===== src/rtl/iref_pwr_seq_if.sv =====
// Signal bundle between the current-reference power sequencer and its
// surroundings (EN request, reference ready flag, power/cal controls, status).
interface iref_pwr_seq_if;
    logic       EN;
    logic       RDY_IREF;
    logic       PU_IREF;
    logic       CAL_IREF;
    logic       PU_BIAS;
    logic       READY;
    logic       ERR;
    logic [2:0] STATE;

    // Sequencer side: consumes the request and ready flag, drives controls/status.
    modport master (
        input  EN,
        input  RDY_IREF,
        output PU_IREF,
        output CAL_IREF,
        output PU_BIAS,
        output READY,
        output ERR,
        output STATE
    );

    // Environment side: the requester plus the current-reference block.
    modport slave (
        output EN,
        output RDY_IREF,
        input  PU_IREF,
        input  CAL_IREF,
        input  PU_BIAS,
        input  READY,
        input  ERR,
        input  STATE
    );
endinterface


===== src/rtl/iref_pwr_seq.sv =====
// Power-up sequencer for the current-reference block and the bias stage behind it.
// Brings up the reference, enables calibration until it reports ready, then
// powers the bias stage and reports READY; faults land in a sticky ERR state.
// Optional calibration retry is built when IREF_PWR_SEQ_RETRY_EN is defined.
// T_PU, T_CAL_TO and T_BIAS must lie in 1..255 (a dwell of 0 is illegal).
module iref_pwr_seq #(
    parameter int T_PU     = 5,
    parameter int T_CAL_TO = 50,
    parameter int T_BIAS   = 10
`ifdef IREF_PWR_SEQ_RETRY_EN
    ,
    parameter int MAX_RETRY = 2
`endif
) (
    input  logic                  CLK,
    input  logic                  RSTN,
    iref_pwr_seq_if.master        bus
);

    typedef enum logic [2:0] {
        S_OFF   = 3'd0,
        S_PU    = 3'd1,
        S_CAL   = 3'd2,
        S_BIAS  = 3'd3,
        S_ON    = 3'd4,
        S_ERR   = 3'd5,
        S_PDN   = 3'd6
`ifdef IREF_PWR_SEQ_RETRY_EN
        ,
        S_RETRY = 3'd7
`endif
    } state_t;

    localparam logic [7:0] LD_PU  = 8'(T_PU - 1);
    localparam logic [7:0] LD_CAL = 8'(T_CAL_TO - 1);
    localparam logic [7:0] LD_BIAS = 8'(T_BIAS - 1);

    state_t     state_q, state_d;
    logic [7:0] cnt_q, cnt_d;
    logic       pu_iref_q, pu_iref_d;
    logic       cal_iref_q, cal_iref_d;
    logic       pu_bias_q, pu_bias_d;
    logic       ready_q, ready_d;
    logic       err_q, err_d;
`ifdef IREF_PWR_SEQ_RETRY_EN
    logic [1:0] retry_q, retry_d;
`endif

    // Next state, dwell counter and output decode of the state being entered.
    always_comb begin
        state_d    = state_q;
        cnt_d      = cnt_q;
`ifdef IREF_PWR_SEQ_RETRY_EN
        retry_d    = retry_q;
`endif
        pu_iref_d  = 1'b0;
        cal_iref_d = 1'b0;
        pu_bias_d  = 1'b0;
        ready_d    = 1'b0;
        err_d      = 1'b0;

        case (state_q)
            S_OFF: begin
                if (bus.EN) begin
                    state_d = S_PU;
                    cnt_d   = LD_PU;
                end
            end
            S_PU: begin
                if (!bus.EN) begin
                    state_d = S_PDN;
                end else if (cnt_q == 8'd0) begin
                    state_d = S_CAL;
                    cnt_d   = LD_CAL;
                end else begin
                    cnt_d = cnt_q - 8'd1;
                end
            end
            S_CAL: begin
                if (!bus.EN) begin
                    state_d = S_PDN;
                end else if (bus.RDY_IREF) begin
                    state_d = S_BIAS;
                    cnt_d   = LD_BIAS;
                end else if (cnt_q == 8'd0) begin
`ifdef IREF_PWR_SEQ_RETRY_EN
                    if (retry_q < 2'(MAX_RETRY)) begin
                        state_d = S_RETRY;
                        retry_d = retry_q + 2'd1;
                    end else begin
                        state_d = S_ERR;
                    end
`else
                    state_d = S_ERR;
`endif
                end else begin
                    cnt_d = cnt_q - 8'd1;
                end
            end
            S_BIAS: begin
                if (!bus.EN) begin
                    state_d = S_PDN;
                end else if (!bus.RDY_IREF) begin
                    state_d = S_ERR;
                end else if (cnt_q == 8'd0) begin
                    state_d = S_ON;
                end else begin
                    cnt_d = cnt_q - 8'd1;
                end
            end
            S_ON: begin
                if (!bus.EN) begin
                    state_d = S_PDN;
                end else if (!bus.RDY_IREF) begin
                    state_d = S_ERR;
                end
            end
            S_PDN: begin
                state_d = S_OFF;
            end
            S_ERR: begin
                if (!bus.EN) begin
                    state_d = S_OFF;
                end
            end
`ifdef IREF_PWR_SEQ_RETRY_EN
            S_RETRY: begin
                if (!bus.EN) begin
                    state_d = S_OFF;
                end else begin
                    state_d = S_PU;
                    cnt_d   = LD_PU;
                end
            end
`endif
            default: begin
                state_d = S_OFF;
            end
        endcase

`ifdef IREF_PWR_SEQ_RETRY_EN
        if (state_d == S_OFF) begin
            retry_d = 2'd0;
        end
`endif

        case (state_d)
            S_PU:   pu_iref_d = 1'b1;
            S_CAL: begin
                pu_iref_d  = 1'b1;
                cal_iref_d = 1'b1;
            end
            S_BIAS: begin
                pu_iref_d = 1'b1;
                pu_bias_d = 1'b1;
            end
            S_ON: begin
                pu_iref_d = 1'b1;
                pu_bias_d = 1'b1;
                ready_d   = 1'b1;
            end
            S_PDN:  pu_iref_d = 1'b1;
            S_ERR:  err_d     = 1'b1;
            default: ;
        endcase
    end

    // State, counter and registered outputs with synchronous active-low reset.
    always_ff @(posedge CLK) begin
        if (!RSTN) begin
            state_q    <= S_OFF;
            cnt_q      <= 8'd0;
            pu_iref_q  <= 1'b0;
            cal_iref_q <= 1'b0;
            pu_bias_q  <= 1'b0;
            ready_q    <= 1'b0;
            err_q      <= 1'b0;
`ifdef IREF_PWR_SEQ_RETRY_EN
            retry_q    <= 2'd0;
`endif
        end else begin
            state_q    <= state_d;
            cnt_q      <= cnt_d;
            pu_iref_q  <= pu_iref_d;
            cal_iref_q <= cal_iref_d;
            pu_bias_q  <= pu_bias_d;
            ready_q    <= ready_d;
            err_q      <= err_d;
`ifdef IREF_PWR_SEQ_RETRY_EN
            retry_q    <= retry_d;
`endif
        end
    end

    assign bus.PU_IREF  = pu_iref_q;
    assign bus.CAL_IREF = cal_iref_q;
    assign bus.PU_BIAS  = pu_bias_q;
    assign bus.READY    = ready_q;
    assign bus.ERR      = err_q;
    assign bus.STATE    = state_q;

endmodule


===== src/flat_wrapper.sv =====
// flat-port wrapper written by rule: the top's interface ports become plain ports
module iref_pwr_seq_flat 
#(
    parameter int T_PU     = 5,
    parameter int T_CAL_TO = 50,
    parameter int T_BIAS   = 10

)
  (CLK, RSTN, bus_EN, bus_RDY_IREF, bus_PU_IREF, bus_CAL_IREF, bus_PU_BIAS, bus_READY, bus_ERR, bus_STATE);
  iref_pwr_seq_if bus_i ();
  input  logic CLK;
  input  logic RSTN;
  input wire logic [$bits(bus_i.EN)-1:0] bus_EN;
  input wire logic [$bits(bus_i.RDY_IREF)-1:0] bus_RDY_IREF;
  output wire logic [$bits(bus_i.PU_IREF)-1:0] bus_PU_IREF;
  output wire logic [$bits(bus_i.CAL_IREF)-1:0] bus_CAL_IREF;
  output wire logic [$bits(bus_i.PU_BIAS)-1:0] bus_PU_BIAS;
  output wire logic [$bits(bus_i.READY)-1:0] bus_READY;
  output wire logic [$bits(bus_i.ERR)-1:0] bus_ERR;
  output wire logic [$bits(bus_i.STATE)-1:0] bus_STATE;
  assign bus_i.EN = bus_EN;
  assign bus_i.RDY_IREF = bus_RDY_IREF;
  assign bus_PU_IREF = bus_i.PU_IREF;
  assign bus_CAL_IREF = bus_i.CAL_IREF;
  assign bus_PU_BIAS = bus_i.PU_BIAS;
  assign bus_READY = bus_i.READY;
  assign bus_ERR = bus_i.ERR;
  assign bus_STATE = bus_i.STATE;
  iref_pwr_seq #(.T_PU(T_PU), .T_CAL_TO(T_CAL_TO), .T_BIAS(T_BIAS)) u_core (.CLK(CLK), .RSTN(RSTN), .bus(bus_i));
endmodule

===== config.mk =====
export PLATFORM = sky130hd
export DESIGN_NAME = iref_pwr_seq_flat
export DESIGN_NICKNAME = d
export VERILOG_FILES = /design/src/rtl/iref_pwr_seq_if.sv /design/src/rtl/iref_pwr_seq.sv /design/src/flat_wrapper.sv
export SDC_FILE = /design/constraint.sdc
export NUM_CORES = 1
export LEC_CHECK = 0
export BUFFER_PORTS_ARGS = -buffer_cell sky130_fd_sc_hd__buf_4
export CORE_ASPECT_RATIO = 1.2
export CORE_MARGIN = 2
export CORE_UTILIZATION = 50
export DETAILED_ROUTE_END_ITERATION = 8
export GPL_ROUTABILITY_DRIVEN = 0
export PLACE_DENSITY_LB_ADDON = 0.2
export SETUP_SLACK_MARGIN = 0.02
export SLEW_MARGIN = 20
export SYNTH_ARGS = -nofsm -noshare
export SYNTH_HDL_FRONTEND = slang
export SYNTH_SLANG_ARGS = --single-unit

===== constraint.sdc =====
create_clock -name CLK -period 2.45 [get_ports CLK]
set_input_delay 0.245 -clock CLK [delete_from_list [all_inputs] [get_ports CLK]]
set_output_delay 0.245 -clock CLK [all_outputs]
set_load 0.1 [all_outputs]

# --- After elaboration in Yosys (flattened, before gate mapping) ---
# Index checks and enable logic that the tools add are counted.
op_classes:
  addsub: 1
  mul: 0
  div_mod_pow: 0
  n_lt_le_gt_ge: 0
  n_eq_ne: 16
  shift: 0
  n_mux: 27
  bitwise_logic: 0
  n_reduce_logical: 6
op_table:
  columns: ["operator", "count"]
  rows:
  - ["$mux 8", 8]
  - ["$mux 3", 12]
  - ["$pmux 8 s4", 1]
  - ["$pmux 3 s6", 1]
  - ["$eq 3x3->1 const B", 5]
  - ["$eq 3x2->1 const B", 4]
  - ["$ne 2x2->1 const B", 5]
  - ["$logic_not 8->1", 1]
  - ["$sub 8x1->8 const B", 1]
  - ["$eq 3x1->1 const B", 2]
  - ["$reduce_and 6->1", 1]
  - ["$mux 1", 5]
  - ["$reduce_or 5->1", 1]
  - ["$reduce_bool 4->1", 1]
  - ["$logic_not 3->1", 1]
  - ["$reduce_or 2->1", 1]
word_totals:
  register_bits: 16
  latchBits: 0
  ramBits: 0
  mem_bits_ro: 0
  in_bits: 4
  output_inout_bits: 8
  elab_cells: 57
  mem_count: 0

# --- Longest topological paths before layout ---
logic_depth:
  depth_word: 8
  mapped_depth: 10
  mapped_depth_nobuf: 10

# --- Least setup slack after synthesis ---
# OpenSTA, ideal clock, no wires.
synth_timing:
  path_kind: "register to register"
  startpoint: "register u_core.state_q[0], in the netlist u_core.bus.STATE[0]"
  endpoint: "register u_core.pu_iref_q, in the netlist u_core.bus.PU_IREF"
  setup_time_ns: 0.115
  arrival_time_ns: 2.177
  required_ns: 2.335
  path_slack_ns: 0.158
  stages_incl_launch_ff: 7
  path_buffers: 1
  synth_period_minus_slack_ns: 2.292
  path_cell_list: "dfxtp_1 > buf_2 > nor2b_1 > o21ai_0 > o2111ai_4 > xor2_1 > o21a_1"
synth_via:
  elab_chain_len: 7
  elab_cells_between_ends: 26
  cone_classes: "10 x eq/ne; 14 x mux; 2 x reduce/logical"
synth_lines:
  columns: ["element", "line_no", "text"]
  rows:
  - ["from (decl)", "iref_pwr_seq.sv:38", "state_t state_q, state_d;"]
  - ["from (signal assigned)", "iref_pwr_seq.sv:182", "state_q <= state_d;"]
  - ["$mux 3 (on tied branches)", "iref_pwr_seq.sv:105, iref_pwr_seq.sv:85", null]
  - ["$mux 3 (on tied branches)", "iref_pwr_seq.sv:103, iref_pwr_seq.sv:82", null]
  - ["$mux 3 (on tied branches)", "iref_pwr_seq.sv:101, iref_pwr_seq.sv:80", null]
  - ["$pmux 3 s6 *", "iref_pwr_seq.sv:62", "case (state_q)"]
  - ["$eq 3x1->1 (tied with other cells)", "iref_pwr_seq.sv:147", "case (state_d)"]
  - ["$reduce_or 5->1 (no line) *", null, null]
  - ["$mux 1 *", "iref_pwr_seq.sv:147", null]
  - ["to (signal assigned)", "iref_pwr_seq.sv:184", "pu_iref_q <= pu_iref_d;"]
  - ["to (decl)", "iref_pwr_seq.sv:40", "logic pu_iref_q, pu_iref_d;"]
# Every way passes the cells marked *; elsewhere a longest branch is shown, timed or not.
# A chain may end at the register's enable or synchronous reset.

# --- Final worst setup path ---
layout_timing:
  startpoint: "register u_core.cnt_q[0]"
  endpoint: "register u_core.cnt_q[0]"
layout_via:
  elab_chain_len: 5
  elab_cells_between_ends: 10
  cone_classes: "1 x add/sub; 8 x mux; 1 x reduce/logical"
layout_lines:
  columns: ["element", "line_no", "text"]
  rows:
  - ["from (decl)", "iref_pwr_seq.sv:39", "logic [7:0] cnt_q, cnt_d;"]
  - ["from (signal assigned)", "iref_pwr_seq.sv:183", "cnt_q <= cnt_d;"]
  - ["$sub 8x1->8 / $logic_not 8->1 (equally long branches)", null, null]
  - ["$mux 8", "iref_pwr_seq.sv:85, iref_pwr_seq.sv:105", null]
  - ["$mux 8 (on tied branches)", "iref_pwr_seq.sv:103, iref_pwr_seq.sv:82", null]
  - ["$mux 8 (on tied branches)", "iref_pwr_seq.sv:101, iref_pwr_seq.sv:80", null]
  - ["$pmux 8 s4 *", "iref_pwr_seq.sv:62", null]
# Every way passes the cells marked *; elsewhere a longest branch is shown, timed or not. The select of a mux whose other input is x is not followed.

==> flow_summary.toml <==
[outcome]
status = "finished clean"

[synth]
yosys_warnings = 0
async_flop_share = 0
synth_top_area_frac = 0.328
yosys.area.top_type = "dfxtp_1"
ys_seq_area_frac = 0.328
synth_top_flop_cell = "dfxtp_1"
syn_nets = 122
synth_edf_count = 0
synth_area_um2 = 977
ys_ff_latch = 16
yosys-top-cells-area = "dfxtp_1 33%, nor2_1 5.8%, a21oi_1 4.1%"
yosysUniqueCellTypes = 46
syn_inst = 115
avgSynthCellArea_um2 = 8.50

[critical_path]
critPathKind = "reg2reg"
path_cells = "inv_1 -> ha_1 -> or3b_2 -> nor2_8 -> inv_4 -> ha_1 -> o21ai_0 -> o311ai_0 -> o21ai_0 -> nor2_1"
critPathRequiredTime_ns = 2.65
cpMaxStageDelayCell = "or3b_2"
worstPathMaxFanout = 8
reg2regPathDepth = 10
cp_slowest_stage_delay_ns = 0.53
crit_arrival_ns = 2.41
critical_path.endpoint_type = "register"
cp-start-kind = "register"

[floorplanning]
fp-row-count = 17
initial_utilization = 0.528
die_y_um = 52.4
dieArea_mm2 = 0.00233
boundaryPins = 12
coreArea_mm2 = 0.00185
die_x_um = 44.4

[clock_network]
cts_buffers = 3
cts_tree = "done"
numClockSinks = 16
max-clock-path-buffers = 2
htreeDepth = 1
ctsHoldBuffers = 0
post_cts_resize_count = 0
clk_latency_ns = 0.30
cts_setup_buffers = 0
cts-root-buf = "clkbuf_4"
worst_setup_hold_path_clk_slew_ns = 0.09

[finish]
synthToLayoutAreaGrowth_pct = 13.3
drive_gt1_frac = 0.190
final_nets = 134
diodes = 0

[sta]
skew_ns = 0.00503
clock.fmax_mhz = 451
min_period_ns = 2.22
worst_pin_slew_ns = 0.722
rsz0062_at_grt = "no"
tns_ns = 0
period_share = 0.905
hold_viol_final = 0
finalMaxSlewViolations = 0
max_slew_margin = 0.511
setup_violations = 0

[drt]
vias_per_cell = 6.03
dr.pass1.iters = 4
drc = 0
ant_nets = 0
wl_per_cell_um = 14.5
drt-total-wl_um = 2100
drtIter0Drc = 35
vias = 875

[grt]
grt_pass1_vias = 755
antenna_found_initial = 0
grtUsageTotal = 0.205
grt_max_degree = 13
grt_overflow = 0
grt_pass1_wl_um = 3480

[hold_path]
hold_path_class = "in2reg"
worstHoldPathCells = 3

[power]
powerDensity_mw_per_mm2 = 1510
vdd_drop_max_mv = 1.07
p_leak_uw = 0.000465
finalPower_uw = 1670

[run]
maxCapViolations = 0

[place]
dp_hpwl_um = 1600
port_buffers = 11
## cells by family (layout without fill, tap and decap cells)
kind of cell | after synthesis | after routing | synth area share
AOI/OAI and AO/OA | 33 | 33 | 0.268
xor gates and xnor gates | 2 | 2 | 0.0179
adders and majority gates | 3 | 3 | 0.0384
buffers and inverters | 10 | 21 | 0.0422
DFF | 16 | 16 | 0.328
muxes | 1 | 1 | 0.0102
and+or+nand+nor | 50 | 50 | 0.296
## synth_stat cells, drive strengths merged (2+ instances only)
| cell type | count |
|---|---|
| and4 | 2 |
| nor4 | 2 |
| and2 | 2 |
| o31ai | 2 |
| a21oi | 8 |
| nor2b | 4 |
| nor2 | 16 |
| nor3 | 4 |
| o21ai | 5 |
| a311oi | 2 |
| o211a | 2 |
| inv | 5 |
| clkbuf | 3 |
| a211oi | 2 |
| o21a | 2 |
| o211ai | 3 |
| nand3 | 2 |
| nand2b | 5 |
| o311ai | 2 |
| ha | 3 |
| dfxtp | 16 |
| buf | 2 |
| nand2 | 5 |
## critical path: cells and delay by family, from the launching register on
| family | cells | cell delay, ns |
|---|---|---|
| buffers and inverters | 2 | 0.17 |
| adder cells (fa/ha/maj) | 2 | 0.42 |
| flip-flops | 1 | 0.35 |
| AND/OR/NAND/NOR | 3 | 0.77 |
| AO/OA/AOI/OAI | 3 | 0.40 |
## flip-flops by register name, summed over array words and instances, names as in the netlist
signal,count
u_core.cnt_q,8
u_core.bus.CAL_IREF,1
u_core.bus.PU_IREF,1
u_core.bus.ERR,1
u_core.bus.READY,1
u_core.bus.STATE,3
u_core.bus.PU_BIAS,1
## power breakdown
group,internal (uW),leakage [uW],switching [uW]
clock,90.8,0.0000210,85.7
sequential,335,0.000131,91.4
combinational,338,0.000313,728
total,763,0.000465,905
## layout make-up
class | instances | area, um^2
fillers | 170 | 743
inverters | 5 | 21.3
well taps | 19 | 23.8
clock buffers | 4 | 36.3
flip-flops and latches | 16 | 320
repair buffers | 12 | 90.1
multi-input cells | 89 | 616
## layer usage
layer  vias up  share of wire  global-route usage
li1        447              -                   -
met1       399           0.47               0.284
met2        22           0.45               0.299
met3         7          0.058              0.0310
met4         0          0.026               0.116
met5         -              0                   0
## final timing paths
| check | startpoint | endpoint | slack, ns |
|---|---|---|---|
| worst max-delay path | u_core.cnt_q[0] | u_core.cnt_q[0] | 0.23 |
| worst min-delay path | bus_RDY_IREF | u_core.bus.PU_BIAS | 0.21 |
| worst max register to register | u_core.cnt_q[0] | u_core.cnt_q[0] | 0.23 |
| worst min register to register | u_core.cnt_q[2] | u_core.cnt_q[2] | 0.52 |
## per-stage QoR
stage          setup slack (ns)  cells  area, um^2  hold slack (ns)   util
2_1_floorplan             0.158    115         977            0.371      -
3_3_place_gp              0.344    141        1070            0.499  0.579
3_5_place_dp              0.251    141        1070            0.510  0.579
4_1_cts                   0.234    145        1110            0.211  0.598
5_1_grt                   0.129    145        1110            0.220  0.598
6_report                  0.232    145        1110            0.215  0.598
## layout by cell type (no fill, tap or decap), types with 4 or more instances in the layout
cell      Yosys  layout
dfxtp_1      16      16
o21ai_0       4       4
nor3_1        4       4
nor2b_1       4       4
buf_4         0      12
a21oi_1       8       8
nor2_1       15      15
nand2b_1      5       5
inv_1         4       4
nand2_1       5       5
Note: power is estimated with default switching activity, not from simulation.
